**src/rtl/apb_decoder_pkg.sv**
```systemverilog
// Purpose : shared types and constants for the APB address decoder.
// Latency : n/a (types, constants and a width helper only).
// Backpr. : n/a.
// Contents: FSM state enum, fault-cause encodings, default 3-slave base/mask
//           map (slave 0 in the low-order 32 bits), index-width helper.
package apb_pkg;

  typedef enum logic {
    IDLE   = 1'b0,
    ACCESS = 1'b1
  } state_e;

  localparam logic FAULT_UNMAPPED = 1'b0;
  localparam logic FAULT_TIMEOUT  = 1'b1;

  // Slave 0 = system block, 1 = UART, 2 = SRAM (upper half of the map).
  localparam logic [95:0] DEF_SLV_BASE = {32'h8000_0000, 32'h1000_0000, 32'h0000_0000};
  localparam logic [95:0] DEF_SLV_MASK = {32'h8000_0000, 32'hFE00_0000, 32'hFFFF_0000};

  // Width of a slave index; a single-slave map still needs one bit.
  function automatic int idx_width(input int n);
    return (n > 1) ? $clog2(n) : 1;
  endfunction

endpackage

```
**src/rtl/apb_decoder_if.sv**
```systemverilog
// Purpose : APB bus bundle between the core master, the decoder and the slaves.
// Latency : n/a (wires only).
// Backpr. : n/a.
// Modports: master = the outside world (core master + slave peripherals),
//           slave  = the decoder itself.
interface apb_decoder_if #(
  parameter int NUM_SLAVES = 3,
  parameter int ADDR_WIDTH = 32,
  parameter int DATA_WIDTH = 32
);
  logic [ADDR_WIDTH-1:0]            paddr;
  logic                             psel;
  logic                             penable;
  logic [DATA_WIDTH-1:0]            prdata;
  logic                             pready;
  logic                             perr;
  logic [NUM_SLAVES-1:0]            s_psel;
  logic [NUM_SLAVES-1:0]            s_penable;
  logic [NUM_SLAVES*DATA_WIDTH-1:0] s_prdata;
  logic [NUM_SLAVES-1:0]            s_pready;
  logic [NUM_SLAVES-1:0]            s_perr;

  modport master (
    output paddr, psel, penable, s_prdata, s_pready, s_perr,
    input  prdata, pready, perr, s_psel, s_penable
  );

  modport slave (
    input  paddr, psel, penable, s_prdata, s_pready, s_perr,
    output prdata, pready, perr, s_psel, s_penable
  );
endinterface

```
**src/rtl/apb_decoder_addr_match.sv**
```systemverilog
// Purpose : base/mask comparators plus lowest-index priority encoder.
// Latency : combinational.
// Backpr. : none.
// Ports   : paddr_i address in; hit_idx_o winning slave index; miss_o no slave hit.
module apb_addr_match
  import apb_pkg::*;
#(
  parameter int                             NUM_SLAVES = 3,
  parameter int                             ADDR_WIDTH = 32,
  parameter logic [NUM_SLAVES*ADDR_WIDTH-1:0] SLV_BASE = DEF_SLV_BASE,
  parameter logic [NUM_SLAVES*ADDR_WIDTH-1:0] SLV_MASK = DEF_SLV_MASK,
  parameter int                             IDX_W      = idx_width(NUM_SLAVES)
) (
  input  logic [ADDR_WIDTH-1:0] paddr_i,
  output logic [IDX_W-1:0]      hit_idx_o,
  output logic                  miss_o
);

  // Scan from the top index down so the lowest matching index is the last write.
  always_comb begin
    hit_idx_o = '0;
    miss_o    = 1'b1;
    for (int i = NUM_SLAVES - 1; i >= 0; i--) begin
      if ((paddr_i & SLV_MASK[i*ADDR_WIDTH +: ADDR_WIDTH]) == SLV_BASE[i*ADDR_WIDTH +: ADDR_WIDTH]) begin
        hit_idx_o = IDX_W'(i);
        miss_o    = 1'b0;
      end
    end
  end

endmodule

```
**src/rtl/apb_decoder.sv**
```systemverilog
// Purpose : APB decoder / response mux with watchdog and sticky fault capture.
// Latency : zero added; slave pready/prdata/perr pass through combinationally.
// Backpr. : master waits on the selected slave; misses and timeouts force completion.
// Ports   : pclk/presetn (async active-low); bus (apb_decoder_if.slave) carries the
//           master and slave APB signals; fault_valid/fault_addr/fault_cause are the
//           sticky capture, fault_clr clears it.
// Config  : APB_DECODER_TIMEOUT_EN enables the watchdog counter and timeout path.
module apb_decoder
  import apb_pkg::*;
#(
  parameter int                             NUM_SLAVES     = 3,
  parameter int                             ADDR_WIDTH     = 32,
  parameter int                             DATA_WIDTH     = 32,
  parameter logic [NUM_SLAVES*ADDR_WIDTH-1:0] SLV_BASE       = DEF_SLV_BASE,
  parameter logic [NUM_SLAVES*ADDR_WIDTH-1:0] SLV_MASK       = DEF_SLV_MASK,
  parameter int                             TIMEOUT_CYCLES = 16
) (
  input  logic                  pclk,
  input  logic                  presetn,
  apb_decoder_if.slave          bus,
  output logic                  fault_valid,
  output logic [ADDR_WIDTH-1:0] fault_addr,
  output logic                  fault_cause,
  input  logic                  fault_clr
);

  localparam int IDX_W = idx_width(NUM_SLAVES);

  if (TIMEOUT_CYCLES < 2) begin : g_bad_timeout
    $error("apb_decoder: TIMEOUT_CYCLES must be at least 2");
  end

  state_e                  state_q, state_d;
  logic [IDX_W-1:0]        sel_q, sel_d, hit_idx;
  logic                    miss_q, miss_d, miss;
  logic [ADDR_WIDTH-1:0]   addr_q, addr_d;
  logic                    fault_valid_q, fault_valid_d;
  logic [ADDR_WIDTH-1:0]   fault_addr_q, fault_addr_d;
  logic                    slv_rdy, slv_err, setup, timeout, fault_evt, capture;
  logic [DATA_WIDTH-1:0]   slv_dat, prdata_int;
  logic [NUM_SLAVES-1:0]   psel_int, pen_int;
  logic                    pready_int, perr_int;

  apb_addr_match #(
    .NUM_SLAVES (NUM_SLAVES),
    .ADDR_WIDTH (ADDR_WIDTH),
    .SLV_BASE   (SLV_BASE),
    .SLV_MASK   (SLV_MASK),
    .IDX_W      (IDX_W)
  ) u_match (
    .paddr_i   (bus.paddr),
    .hit_idx_o (hit_idx),
    .miss_o    (miss)
  );

  assign setup   = bus.psel & ~bus.penable;
  assign slv_rdy = bus.s_pready[sel_q];
  assign slv_err = bus.s_perr[sel_q];
  assign slv_dat = bus.s_prdata[sel_q*DATA_WIDTH +: DATA_WIDTH];

`ifdef APB_DECODER_TIMEOUT_EN
  localparam int CNT_W = $clog2(TIMEOUT_CYCLES);
  logic [CNT_W-1:0] cnt_q, cnt_d;
  logic             fault_cause_q, fault_cause_d;

  // cnt holds (ACCESS cycle number - 1); it cannot pass TIMEOUT_CYCLES-1
  // because that value forces completion, so no saturation is needed.
  assign timeout = (state_q == ACCESS) && !miss_q && !slv_rdy &&
                   (cnt_q == CNT_W'(TIMEOUT_CYCLES - 1));

  always_comb begin
    cnt_d         = cnt_q;
    fault_cause_d = fault_cause_q;
    if (state_q == IDLE) begin
      if (setup) cnt_d = '0;
    end else if (!pready_int) begin
      cnt_d = cnt_q + 1'b1;
    end
    if (capture) fault_cause_d = miss_q ? FAULT_UNMAPPED : FAULT_TIMEOUT;
  end

  always_ff @(posedge pclk or negedge presetn) begin
    if (!presetn) begin
      cnt_q         <= '0;
      fault_cause_q <= 1'b0;
    end else begin
      cnt_q         <= cnt_d;
      fault_cause_q <= fault_cause_d;
    end
  end

  assign fault_cause = fault_cause_q;
`else
  assign timeout     = 1'b0;
  assign fault_cause = FAULT_UNMAPPED;
`endif

  always_comb begin
    state_d    = state_q;
    sel_d      = sel_q;
    miss_d     = miss_q;
    addr_d     = addr_q;
    psel_int   = '0;
    pen_int    = '0;
    pready_int = 1'b0;
    perr_int   = 1'b0;
    prdata_int = '0;
    fault_evt  = 1'b0;
    case (state_q)
      IDLE: begin
        if (bus.psel && !miss) psel_int[hit_idx] = 1'b1;
        if (setup) begin
          sel_d   = hit_idx;
          miss_d  = miss;
          addr_d  = bus.paddr;
          state_d = ACCESS;
        end
      end
      ACCESS: begin
        if (miss_q) begin
          pready_int = 1'b1;
          perr_int   = 1'b1;
          fault_evt  = 1'b1;
          state_d    = IDLE;
        end else if (slv_rdy) begin
          psel_int[sel_q] = 1'b1;
          pen_int[sel_q]  = bus.penable;
          pready_int      = 1'b1;
          perr_int        = slv_err;
          prdata_int      = slv_dat;
          state_d         = IDLE;
        end else if (timeout) begin
          // Slave select/enable deliberately left low: the transfer is abandoned.
          pready_int = 1'b1;
          perr_int   = 1'b1;
          fault_evt  = 1'b1;
          state_d    = IDLE;
        end else begin
          psel_int[sel_q] = 1'b1;
          pen_int[sel_q]  = bus.penable;
        end
      end
      default: state_d = IDLE;
    endcase
  end

  // A new fault wins over a simultaneous clear.
  assign capture = fault_evt && (!fault_valid_q || fault_clr);

  always_comb begin
    fault_valid_d = fault_valid_q;
    fault_addr_d  = fault_addr_q;
    if (capture) begin
      fault_valid_d = 1'b1;
      fault_addr_d  = addr_q;
    end else if (fault_clr) begin
      fault_valid_d = 1'b0;
    end
  end

  always_ff @(posedge pclk or negedge presetn) begin
    if (!presetn) begin
      state_q       <= IDLE;
      sel_q         <= '0;
      miss_q        <= 1'b0;
      addr_q        <= '0;
      fault_valid_q <= 1'b0;
      fault_addr_q  <= '0;
    end else begin
      state_q       <= state_d;
      sel_q         <= sel_d;
      miss_q        <= miss_d;
      addr_q        <= addr_d;
      fault_valid_q <= fault_valid_d;
      fault_addr_q  <= fault_addr_d;
    end
  end

  // In IDLE the selects follow psel combinationally, so gate them with reset
  // to keep slaves deselected while presetn is low.
  assign bus.s_psel    = psel_int & {NUM_SLAVES{presetn}};
  assign bus.s_penable = pen_int & {NUM_SLAVES{presetn}};
  assign bus.pready    = pready_int;
  assign bus.perr      = perr_int;
  assign bus.prdata    = prdata_int;
  assign fault_valid   = fault_valid_q;
  assign fault_addr    = fault_addr_q;

endmodule

```
**src/flat_wrapper.sv**
```systemverilog
// flat-port wrapper written by rule: the top's interface ports become plain ports
module apb_decoder_flat import apb_pkg::*;
#(
  parameter int                             NUM_SLAVES     = 3,
  parameter int                             ADDR_WIDTH     = 32,
  parameter int                             DATA_WIDTH     = 32,
  parameter logic [NUM_SLAVES*ADDR_WIDTH-1:0] SLV_BASE       = DEF_SLV_BASE,
  parameter logic [NUM_SLAVES*ADDR_WIDTH-1:0] SLV_MASK       = DEF_SLV_MASK,
  parameter int                             TIMEOUT_CYCLES = 16
)
  (pclk, presetn, fault_valid, fault_addr, fault_cause, fault_clr, bus_paddr, bus_psel, bus_penable, bus_s_prdata, bus_s_pready, bus_s_perr, bus_prdata, bus_pready, bus_perr, bus_s_psel, bus_s_penable);
  apb_decoder_if #(.NUM_SLAVES(NUM_SLAVES), .ADDR_WIDTH(ADDR_WIDTH), .DATA_WIDTH(DATA_WIDTH)) bus_i ();
  input  logic pclk;
  input  logic presetn;
  output logic fault_valid;
  output logic [ADDR_WIDTH-1:0] fault_addr;
  output logic fault_cause;
  input  logic fault_clr;
  input wire logic [$bits(bus_i.paddr)-1:0] bus_paddr;
  input wire logic [$bits(bus_i.psel)-1:0] bus_psel;
  input wire logic [$bits(bus_i.penable)-1:0] bus_penable;
  input wire logic [$bits(bus_i.s_prdata)-1:0] bus_s_prdata;
  input wire logic [$bits(bus_i.s_pready)-1:0] bus_s_pready;
  input wire logic [$bits(bus_i.s_perr)-1:0] bus_s_perr;
  output wire logic [$bits(bus_i.prdata)-1:0] bus_prdata;
  output wire logic [$bits(bus_i.pready)-1:0] bus_pready;
  output wire logic [$bits(bus_i.perr)-1:0] bus_perr;
  output wire logic [$bits(bus_i.s_psel)-1:0] bus_s_psel;
  output wire logic [$bits(bus_i.s_penable)-1:0] bus_s_penable;
  assign bus_i.paddr = bus_paddr;
  assign bus_i.psel = bus_psel;
  assign bus_i.penable = bus_penable;
  assign bus_i.s_prdata = bus_s_prdata;
  assign bus_i.s_pready = bus_s_pready;
  assign bus_i.s_perr = bus_s_perr;
  assign bus_prdata = bus_i.prdata;
  assign bus_pready = bus_i.pready;
  assign bus_perr = bus_i.perr;
  assign bus_s_psel = bus_i.s_psel;
  assign bus_s_penable = bus_i.s_penable;
  apb_decoder #(.NUM_SLAVES(NUM_SLAVES), .ADDR_WIDTH(ADDR_WIDTH), .DATA_WIDTH(DATA_WIDTH), .SLV_BASE(SLV_BASE), .SLV_MASK(SLV_MASK), .TIMEOUT_CYCLES(TIMEOUT_CYCLES)) u_core (.pclk(pclk), .presetn(presetn), .bus(bus_i), .fault_valid(fault_valid), .fault_addr(fault_addr), .fault_cause(fault_cause), .fault_clr(fault_clr));
endmodule
```
**config.mk**
```make
export PLATFORM = sky130hd
export DESIGN_NAME = apb_decoder_flat
export DESIGN_NICKNAME = d
export VERILOG_FILES = /design/src/rtl/apb_decoder_pkg.sv /design/src/rtl/apb_decoder_if.sv /design/src/rtl/apb_decoder_addr_match.sv /design/src/rtl/apb_decoder.sv /design/src/flat_wrapper.sv
export SDC_FILE = /design/constraint.sdc
export NUM_CORES = 1
export LEC_CHECK = 0
export CAP_MARGIN = 5
export CORE_MARGIN = 3
export CORE_UTILIZATION = 40
export CTS_BUF_LIST = sky130_fd_sc_hd__clkbuf_8
export CTS_CLUSTER_SIZE = 20
export DETAILED_ROUTE_END_ITERATION = 6
export GPL_TIMING_DRIVEN = 0
export PLACE_DENSITY = 0.78
export SLEW_MARGIN = 30
export SYNTH_ARGS = -nofsm -noshare
export SYNTH_HDL_FRONTEND = slang
export SYNTH_HIERARCHICAL = 1
export SYNTH_SLANG_ARGS = --single-unit
```
**constraint.sdc**
```tcl
create_clock -name pclk -period 2 [get_ports pclk]
set_input_delay 0.2 -clock pclk [delete_from_list [all_inputs] [get_ports pclk]]
set_output_delay 0.2 -clock pclk [all_outputs]
set_load 0.02 [all_outputs]
```
==> run summary, run 1 <==
outcome: complete, but fails checks
violated checks: setup timing
Layout Cell Area excl Fill: 0.00662 mm2
worst path required time: 1.80 ns
antenna-violating nets left: 0
DR iter-0 viols: 113
Slew Viols, Final: 0
placed cell area: 0.00619 mm2
CTS tree: yes
RSZ-0062 raised after global routing: true
worst r2r src: u_core/miss_q
total number of vias: 3,457
final hold slack: 0.102 ns
Core ar.: 0.00937 mm2
WL per Instance: 18.5 um
clock latency on the worst-skew pair: 0.34 ns
first-pass GRT wire length: 20.2 mm
Syn-to-layout area delta: 70.1%
Max IR drop VDD: 0.914 mV
dominant cell type by area after synthesis: dfrtp_1
Ports: 213
Post-synth EDFFs: 0
number of buffers created by CTS: 9
power density over the cells: 969 mW/mm2
delay-heaviest family, CP: buffers and inverters
initial antenna violation count: 0
H-tree depth: 3
final wirelength: 13.0 mm
crit share post-route: 106%
row count: 35
CP endpoint kind: output pin
final worst slack: -0.118 ns
Setup CP Type: flop to output pin
Port Buf Inserts: 211
crit path DAT: 1.92 ns
vias in the first global route: 3,670
critical path peak fanout: 10
placed cells: 677
Netlist cell types: 38
ant diodes: 0
Vias/cell: 4.92
Hold WC Path Type: primary input to flop
detailed-placement wirelength estimate: 9.88 mm
leak pwr: 2.72 nW
Util after Layout: 70.7%
CP Buf/Inv Count: 3
Sum Neg Setup Slack: -2.79 ns
DRC Markers: 0
CTS max path bufs: 2
Die W: 105 um
post-route insts no fill: 703
Synth Instances: 336
ys flop type: dfrtp_1
clock net sink count: 69
async set-reset flop share out of synthesis: 100%
clk slew on worst S/H paths: 0.07 ns
Die ar.: 0.0110 mm2
Power, Total: 6.42 mW
Fin. Hold Viols: 0
total gr overflow: 0
syn avg cell area: 11.6 um2
top post-synthesis cells by count: dfrtp_1 (69), mux2_2 (65), nand2_1 (37), mux2i_1 (34), or2_2 (32)
Min-Delay Startpoint: bus_paddr[30]
Total GRT Usage: 23.3%
warnings from Yosys: 6
CP Launch Point: u_core/miss_q
Synth Register Bits: 69
Seq/Total Area, Yosys: 44.3%
clk root buf: clkbuf_8
max-cap check violation count: 0
fillers: 731
crit start category: flop
GPL Wtd Cong: 0.839
Synth top area share: 44.3%
count leader, synth: dfrtp_1
top post-synthesis cells by area: dfrtp_1 (44%), mux2_2 (19%), mux2i_1 (8.7%)
fin nets: 709
Initial Utilization: 41.6%
worst clock skew: 0.0148 ns
Die H: 105 um
drt first pass iters: 4
endpoints failing setup: 31
crit-path most repeated cell: buf_6
fin crit period: 2.12 ns
syn nets: 475
Max Clock Freq: 0.472 GHz
layout cells sized above 1: 40.6%
Synth Cell Area: 0.00389 mm2
slowest CP cell: or3b_4
worst path cell trace: buf_6, or3b_4, o22a_4, buf_6, a21oi_2, buf_4
CP peak stage delay: 0.39 ns
largest net degree at the start of global routing: 43
worst slack at placement: -0.978 ns
[power by group]
group / internal [mW] / switching (mW) / total [mW]
clock network: 0.860 / 0.514 / 1.37
registers: 1.90 / 0.268 / 2.17
logic: 1.55 / 1.33 / 2.87
[flip-flops by register name, indices dropped and copies added (netlist names)]
register,flops
u_core/addr_q,32
u_core/fault_valid,1
u_core/miss_q,1
u_core/sel_q,2
u_core/state_q,1
u_core/fault_addr,32
[worst paths after layout]
kind	end	slack, ns	cells after the start
min in group asynchronous	u_core/fault_addr[7]	0.50	4
setup reg to reg	u_core/fault_addr[3]	0.34	6
hold / removal	u_core/addr_q[30]	0.10	2
setup / recovery	bus_prdata[14]	-0.12	6
max in group asynchronous	u_core/fault_valid	0.77	5
hold reg to reg	u_core/fault_addr[5]	0.50	1
[routing by layer]
metal  global-route usage [%]  part of all wire, %
met5                        0                    0
met1                     26.6                   39
met3                     8.15                  8.2
met2                     41.9                   53
met4                     5.34                 0.65
[cell families (layout without fill, tap and decap cells)]
| logic type | after synthesis | in the layout | synth area share [%] |
|---|---|---|---|
| AO/OA/AOI/OAI | 45 | 45 | 9.67 |
| buffers and inverters | 31 | 269 | 5.56 |
| flip-flops | 69 | 69 | 44.3 |
| multiplexers | 101 | 101 | 28.1 |
| other | 1 | 1 | 0.0963 |
| AND/OR/NAND/NOR | 89 | 89 | 12.2 |
[final cells by class]
type | instances | area [um2] | share of cell area (%)
repair buffers | 224 | 2230 | 33.6
inverters | 4 | 15.0 | 0.227
clock inverters | 5 | 106 | 1.61
plain buffers | 26 | 229 | 3.46
clock buffers | 10 | 138 | 2.08
multi-input cells | 236 | 2020 | 30.5
well taps | 129 | 161 | 2.44
flip-flops and latches | 69 | 1730 | 26.1
[what timing repair did]
| action | in CTS | in global routing |
|---|---|---|
| setup endpoints to repair | 40 | 40 |
| buffers inserted | 0 | 7 |
| hold buffers | 5 | 0 |
| endpoints found under the hold margin | 27 | 0 |
| resized for setup | 230 | 30 |
| pin swaps | 7 | 9 |
[cells in the final DEF, fill, tap and decap left out, types with 3 or more instances in the layout]
master / instances
clkbuf_2: 3
buf_4: 42
buf_6: 18
clkbuf_8: 10
dlymetal6s2s_1: 6
a21oi_2: 29
buf_12: 6
buf_2: 4
nand2_1: 37
or2_2: 32
dfrtp_1: 69
clkdlybuf4s50_1: 159
bufinv_16: 3
nor2_1: 4
clkbuf_1: 3
inv_1: 4
a21oi_4: 4
buf_8: 3
mux2_2: 65
mux2i_1: 33
[worst register-to-register path, stage by stage, from the launching register on]
cell	delay (ns)
dfrtp_1	0.34
buf_6	0.12
buf_4	0.11
nand2_1	0.06
a21oi_2	0.28
buf_4	0.27
mux2_2	0.36
No activity file was read; power rests on OpenSTA's default activity.
==> run 2, diff against run 1 <==
Settings changed: ABC_CLOCK_PERIOD_IN_PS set to 2000.
==> results of run 2 <==
No change in the layout: final DEF, timing and power equal those of run 1.
